[config.mk]
export PLATFORM = sky130hd
export DESIGN_NAME = timing_loop_nco
export DESIGN_NICKNAME = d
export VERILOG_FILES = /design/src/rtl/timing_loop_nco.sv
export SDC_FILE = /design/constraint.sdc
export NUM_CORES = 1
export LEC_CHECK = 0
export BUFFER_PORTS_ARGS = -buffer_cell sky130_fd_sc_hd__buf_2
export CAP_MARGIN = 40
export CORE_MARGIN = 2
export CORE_UTILIZATION = 43
export DETAILED_ROUTE_END_ITERATION = 12
export MAX_ROUTING_LAYER = met4
export SYNTH_ARGS = -nofsm -noshare
export SYNTH_HDL_FRONTEND = slang
export SYNTH_SLANG_ARGS = --single-unit
[constraint.sdc]
create_clock -name clk -period 7.8 [get_ports clk]
set_input_delay 0 -clock clk [delete_from_list [all_inputs] [get_ports clk]]
set_output_delay 0 -clock clk [all_outputs]
set_load 0.01 [all_outputs]
[src/rtl/timing_loop_nco.sv]
// timing_loop_nco
//   Symbol-timing loop controller. Takes the zero-crossing detector error
//   stream, gates it to the on-time interpolant, filters it with a
//   proportional-integral loop filter and drives a modulo-1 decrementing NCO
//   that produces the interpolation strobe and fractional interval mu
//   (nominal 2 samples/symbol).
//
//   Optional feature macro: TIMING_LOOP_FREEZE_EN adds the freeze input, which
//   holds the loop filter while the NCO keeps running on the held step.
//
// Ports
//   clk           clock
//   rst           synchronous reset, active-low
//   sample_valid  input sample available; NCO advances one step per high cycle
//   e_k           signed timing error from the detector
//   e_valid       e_k qualifier (detector valid)
//   freeze        hold loop filter (only with TIMING_LOOP_FREEZE_EN)
//   strobe        one-cycle pulse: interpolator must produce an interpolant
//   mu            fractional interval, Q0.NCO_WIDTH, held between strobes
//   v_out         signed loop-filter output, for debug / lock monitoring
module timing_loop_nco #(
  parameter int DATA_WIDTH = 16,
  parameter int NCO_WIDTH  = 16,
  parameter int W_NOM      = 2 ** (NCO_WIDTH - 1),
  parameter int KP_SHIFT   = 4,
  parameter int KI_SHIFT   = 10,
  parameter int INTEG_LIM  = 2048,
  parameter int V_LIM      = 8192
) (
  input  logic                  clk,
  input  logic                  rst,
  input  logic                  sample_valid,
  input  logic [DATA_WIDTH-1:0] e_k,
  input  logic                  e_valid,
`ifdef TIMING_LOOP_FREEZE_EN
  input  logic                  freeze,
`endif
  output logic                  strobe,
  output logic [NCO_WIDTH-1:0]  mu,
  output logic [NCO_WIDTH:0]    v_out
);

  localparam int IW = 24;

  localparam logic signed [IW:0]   INTEG_LIM_S = (IW + 1)'(INTEG_LIM);
  localparam logic signed [IW:0]   V_LIM_S     = (IW + 1)'(V_LIM);
  localparam logic signed [IW-1:0] W_NOM_S     = IW'(W_NOM);

  // Clamp a one-bit-wider sum to +/-lim; sticks at the limit, never wraps.
  function automatic logic signed [IW-1:0] sat(input logic signed [IW:0] x,
                                               input logic signed [IW:0] lim);
    logic signed [IW:0] r;
    if (x > lim)       r = lim;
    else if (x < -lim) r = -lim;
    else               r = x;
    return r[IW-1:0];
  endfunction

  logic                  sym_phase;
  logic signed [IW-1:0]  integ;
  logic signed [IW-1:0]  v;
  logic [NCO_WIDTH-1:0]  eta;

  logic signed [IW-1:0]  e_ext;
  logic signed [IW-1:0]  prop;
  logic signed [IW-1:0]  iinc;
  logic signed [IW:0]    integ_sum;
  logic signed [IW-1:0]  integ_nxt;
  logic signed [IW:0]    v_sum;
  logic signed [IW-1:0]  v_nxt;
  logic                  accept;

  logic signed [IW-1:0]  w;
  logic signed [IW-1:0]  eta_ext;
  logic                  underflow;
  logic [NCO_WIDTH-1:0]  eta_nxt;
  logic [NCO_WIDTH-1:0]  mu_nxt;

  // Loop filter (combinational part)
  always_comb begin
    e_ext     = {{(IW - DATA_WIDTH){e_k[DATA_WIDTH-1]}}, e_k};
    prop      = e_ext >>> KP_SHIFT;
    iinc      = e_ext >>> KI_SHIFT;
    integ_sum = {integ[IW-1], integ} + {iinc[IW-1], iinc};
    integ_nxt = sat(integ_sum, INTEG_LIM_S);
    v_sum     = {prop[IW-1], prop} + {integ_nxt[IW-1], integ_nxt};
    v_nxt     = sat(v_sum, V_LIM_S);
    // Only the on-time interpolant (second of each e_valid pair) is used.
`ifdef TIMING_LOOP_FREEZE_EN
    accept    = e_valid & sym_phase & ~freeze;
`else
    accept    = e_valid & sym_phase;
`endif
  end

  // NCO (combinational part); uses the registered v, so an error accepted
  // in the same cycle only affects the following steps.
  always_comb begin
    w         = W_NOM_S + v;
    eta_ext   = {{(IW - NCO_WIDTH){1'b0}}, eta};
    underflow = eta_ext < w;
    eta_nxt   = eta - w[NCO_WIDTH-1:0];
    // mu ~ eta/W with W ~ 0.5, taken from the pre-update eta.
    mu_nxt    = {eta[NCO_WIDTH-2:0], 1'b0};
  end

  // Registered state: symbol phase, loop filter, NCO and outputs
  always_ff @(posedge clk) begin
    if (!rst) begin
      sym_phase <= 1'b0;
      integ     <= '0;
      v         <= '0;
      eta       <= '0;
      strobe    <= 1'b0;
      mu        <= '0;
    end else begin
      if (e_valid) sym_phase <= ~sym_phase;
      if (accept) begin
        integ <= integ_nxt;
        v     <= v_nxt;
      end
      strobe <= sample_valid & underflow;
      if (sample_valid) begin
        eta <= eta_nxt;
        if (underflow) mu <= mu_nxt;
      end
    end
  end

  assign v_out = v[NCO_WIDTH:0];

endmodule
== Word-level counts from Yosys, hierarchy flattened ==
Cells that the tools add are included.

* Flip-flop bits (word level): 81
* Input port bits: 20
* Output and inout port bits: 34

* $add $sub $neg: 4
* Magnitude comparators: 5
* Multiplexer cells: 4
* Bitwise logic cells: 3
* Reduce and logical (&&, ||, !) cells: 1

{| class="wikitable"
|+ Operators by type and width
! kind !! count
|-
| 24-bit 2-to-1 mux || 4
|-
| 12-bit by 24-bit adder with 25-bit output || 1
|-
| 24-bit by 6-bit adder with 25-bit output || 1
|-
| 25-bit by 13-bit > comparator with 1-bit output (second input constant) || 1
|-
| 25-bit by 15-bit > comparator with 1-bit output (second input constant) || 1
|-
| 25-bit by 12-bit < comparator with 1-bit output (second input constant) || 1
|-
| 25-bit by 14-bit < comparator with 1-bit output (second input constant) || 1
|-
| 17-bit by 24-bit adder with 24-bit output (first input constant) || 1
|-
| 17-bit by 24-bit < comparator with 1-bit output || 1
|-
| 16-bit subtractor || 1
|-
| 1-bit bitwise AND || 2
|-
| 2-bit AND reduction || 1
|-
| 1-bit NOT || 1
|}

== Logic depth before layout (Yosys ltp) ==
* Word-level depth: 8
* Depth in mapped cells: 25
* Gate-level depth less buffers: 25

== Worst setup path after synthesis ==
No wires, ideal clock.

* Kind: reg-to-reg
* From: register integ[0]
* To: register v[8]
* Library setup time: 0.069 ns
* Arrival time: 5.474 ns
* Required time: 7.731 ns
* Path slack: 2.257 ns
* Cell stages (with the launch flop): 26
* Buffers on the path: 2
* Clock period less this slack: 5.543 ns
* Cell sequence: dfxtp_1 > ha_1 > fa_1 > a211oi_1 > o211ai_1 > a211o_1 > a2111oi_0 > nor3_1 > xor2_1 > a211oi_1 > nand3_1 > o31a_1 > buf_2 > nor2_1 > ha_1 > buf_2 > a21oi_1 > o2bb2ai_1 > o21a_1 > or4_1 > a221oi_1 > a31oi_1 > nor4_1 > a21oi_1 > nand2b_4 > o21ai_1

* Word-level cells in the longest chain between the ends: 8

{| class="wikitable"
|+ Ends and longest elaborated chain
! what !! RTL line !! text
|-
| start: declaration || 60 || <nowiki>logic signed [IW-1:0] integ;</nowiki>
|-
| start signal: assignment || 119 || <nowiki>integ <= integ_nxt;</nowiki>
|-
| 24-bit by 6-bit adder with 25-bit output (*) || 84 || <nowiki>integ_sum = {integ[IW-1], integ} + {iinc[IW-1], iinc};</nowiki>
|-
| 25-bit by 12-bit < comparator with 1-bit output || 54 || <nowiki>else if (x < -lim) r = -lim;</nowiki>
|-
| 24-bit 2-to-1 mux || 54 ||
|-
| 24-bit 2-to-1 mux (*) || 53 || <nowiki>if (x > lim) r = lim;</nowiki>
|-
| via integ_nxt[7] || 68 || <nowiki>logic signed [IW-1:0] integ_nxt;</nowiki>
|-
| 12-bit by 24-bit adder with 25-bit output (*) || 86 || <nowiki>v_sum = {prop[IW-1], prop} + {integ_nxt[IW-1], integ_nxt};</nowiki>
|-
| 25-bit by 14-bit < comparator with 1-bit output || 54 ||
|-
| 24-bit 2-to-1 mux || 54 ||
|-
| 24-bit 2-to-1 mux (*) || 53 ||
|-
| end signal: assignment || 120 || <nowiki>v <= v_nxt;</nowiki>
|-
| end: declaration || 61 || <nowiki>logic signed [IW-1:0] v;</nowiki>
|}

The timed path passes the listed nets; every way through them passes the cells marked *.
A chain may end at the register's enable or synchronous reset.

== Worst setup path in the final report ==
* From: register integ[0]
* To: register v[0]

The elaborated chain is that of the path after synthesis.

==> results.sh <==
export IMPL_ir_worst_vdd_v=0.0001133
export IMPL_diodes=0
export IMPL_r2r_start="integ[0]"
export IMPL_max_freq_ghz=0.1473
export IMPL_netlist_top_cells_count="87 x nand2_1, 81 x dfxtp_1, 78 x nor2_1"
export IMPL_first_pass_iters=5
export IMPL_postRouteAntennaNets=0
export IMPL_die_w_um=132.1
export IMPL_ys_warn_count=0
export IMPL_rsz0062_at_grt="no"
export IMPL_synth_ff_type="dfxtp_1"
export IMPL_start_util_pct=44.29
export IMPL_setup_violations=0
export IMPL_ios=54
export IMPL_port_buffers=48
export IMPL_gr_total_overflow=0
export IMPL_cp_arrival_ps=7080
export IMPL_critPathCaptureType="flop"
export IMPL_numCtsBuffers=9
export IMPL_synth_top_area_cell="dfxtp_1"
export IMPL_yosysMostFrequentCell="nand2_1"
export IMPL_grt_max_degree=35
export IMPL_fin_cells=1130
export IMPL_wl_per_cell_um=15.45
export IMPL_power_density_mw_per_mm2=226.1
export IMPL_start_kind="flop"
export IMPL_leakagePower_nw=3.276
export IMPL_grt_pass1_vias=5844
export IMPL_finalMaxSlewViolations=0
export IMPL_synth_area_per_cell_um2=7.810
export IMPL_power_w=0.001736
export IMPL_yosys_area_top_type_share_pct=22.97
export IMPL_syn2layout_area_growth_pct=8.754
export IMPL_synth_area_leaders="dfxtp_1 23%, ha_1 12%, nand2_1 4.6%"
export IMPL_clk_pin_slew_ps=70
export IMPL_ys_seq_area_share_pct=22.97
export IMPL_syn_area_mm2=0.007061
export IMPL_final_setup_tns_ps=0
export IMPL_dp_hpwl_mm=13.44
export IMPL_synth_cell_types=79
export IMPL_avgViaCountPerCell=5.693
export IMPL_async_reset_ff_share_pct=0
export IMPL_hold_class="in -> reg"
export IMPL_core_area_mm2=0.01594
export IMPL_cts_tree="built"
export IMPL_die_height_um=132.1
export IMPL_maxCapViolCount=0
export IMPL_cts_sinks=81
export IMPL_drtIter0Drc=320
export IMPL_cp_required_ps=8090
export IMPL_crit_family="compound AO/OA/AOI/OAI gates"
export IMPL_cp_max_fo=13
export IMPL_hold_violations=0
export IMPL_crit_buf_inv=2
export IMPL_insertion_delay_ps=350
export IMPL_status="completed"
export IMPL_min_from="e_k[4]"
export IMPL_die_area_mm2=0.01746
export IMPL_cts_root_buf="clkbuf_16"
export IMPL_period_share_pct=87.04
export IMPL_grt_pass1_wl_mm=29.27
export IMPL_htree_num_levels=3
export IMPL_drive_above_1_share_pct=12.25
export IMPL_dp_cells=1113
export IMPL_clockBufferDepth=2
export IMPL_drt_wl_total_mm=17.46
export IMPL_crit_type="reg -> reg"
export IMPL_synth_edff_count=0
export IMPL_synthCells=904
export IMPL_worst_slew_pin_slew_ps=780.2
export IMPL_ys_ff_latch=81
export IMPL_skew_ps=7.689
export IMPL_antenna_found_initial=0
export IMPL_syn_num_nets=992
export IMPL_critPathLaunch="integ[0]"
export IMPL_fin_nets=997
export IMPL_drc=0
export IMPL_cpMaxStageDelayCell="a211oi_2"
export IMPL_grt_usage_pct=20.72
export IMPL_rows=46
export IMPL_place_congestion=0.8916
export IMPL_via_count=6433
export IMPL_min_period_ps=6789
export IMPL_max_stage_delay_ps=500
export IMPL_slew_limit_headroom_pct=47.33
-- per-layer routing --
| layer | routed length [µm] | track usage [%] | vias to the layer above |
|---|---|---|---|
| met5 | 0 | - | - |
| met4 | 142 | 3.261 | 0 |
| met1 | 8614 | 27.25 | 2962 |
| met3 | 612 | 3.460 | 13 |
| li1 | - | - | 3354 |
| met2 | 8093 | 34.06 | 104 |
-- path summary, 6_finish.rpt --
| kind | end | slack [ps] | cells past startpoint |
|---|---|---|---|
| min reg2reg | v[22] | 460 | 2 |
| max | v[0] | 1010 | 26 |
| min | v[0] | 80 | 3 |
| max reg2reg | v[0] | 1010 | 26 |
-- power by group --
part	leakage [nW]	internal [W]	switching, W
Clock	0.174	0.000320	0.000188
Sequential	0.658	0.000457	0.0000298
Combinational	2.44	0.000313	0.000429
Total	3.28	0.00109	0.000647
-- cell type report --
cell class | instances | area (µm²)
tap | 216 | 270.3
inverter | 32 | 120.1
timing repair buffer | 58 | 317.8
clock buffer | 9 | 225.2
clock inverter | 7 | 130.1
multi-input combinational | 727 | 4994
sequential | 81 | 1622
fill | 1628 | 8264
-- cells by family (layout without fill, tap and decap cells) --
group	count (synthesis)	count (layout)	synth area share (%)
adders and majority gates	68	68	12.37
DFF	81	81	22.97
other	1	1	0.05311
buffers and inverters	96	106	6.309
muxes	25	25	3.562
AOI/OAI and AO/OA	270	270	26.88
xor gates and xnor gates	38	38	4.714
and+or+nand+nor	325	325	23.14
-- cell usage in the layout, fill, tap and decap left out, drive strengths merged, types with 24 or more instances in the layout --
master   n
a21oi   56
o21ai   54
dfxtp   81
ha      65
nand2   88
buf     57
inv     35
nand3   41
nor2    78
mux2i   24
-- sequential cells by signal, summed over array words and instances (netlist names) --
register	flops
mu	15
eta	16
v	24
strobe	1
integ	24
sym_phase	1
-- stage by stage --
stage / util (%) / worst slack, ps / hold slack (ps) / cell area (µm²)
2_1_floorplan: - / 2257 / 136.8 / 7061
3_3_place_gp: 45.82 / 1210 / 273.9 / 7306
3_5_place_dp: 45.87 / 1092 / 290.5 / 7313
4_1_cts: 48.16 / 1089 / 79.64 / 7679
5_1_grt: 48.16 / 643.5 / 91.84 / 7679
6_report: 48.16 / 1011 / 81.46 / 7679
-- repair_timing --
item                      4_1_cts  5_1_grt
hold buffers                    1        0
resized for setup               0        0
hold endpoints to repair        1        0
buffers inserted                0        0
-- worst register-to-register path, delay by kind of cell, from the launching register on --
family	cells	cell delay, ps
AO/OA/AOI/OAI	11	3040
XOR/XNOR	1	200
adder cells (fa/ha/maj)	4	1180
buffers and inverters	2	310
flip-flops	1	320
AND/OR/NAND/NOR	8	1690
Note: power is estimated with default switching activity, not from simulation.
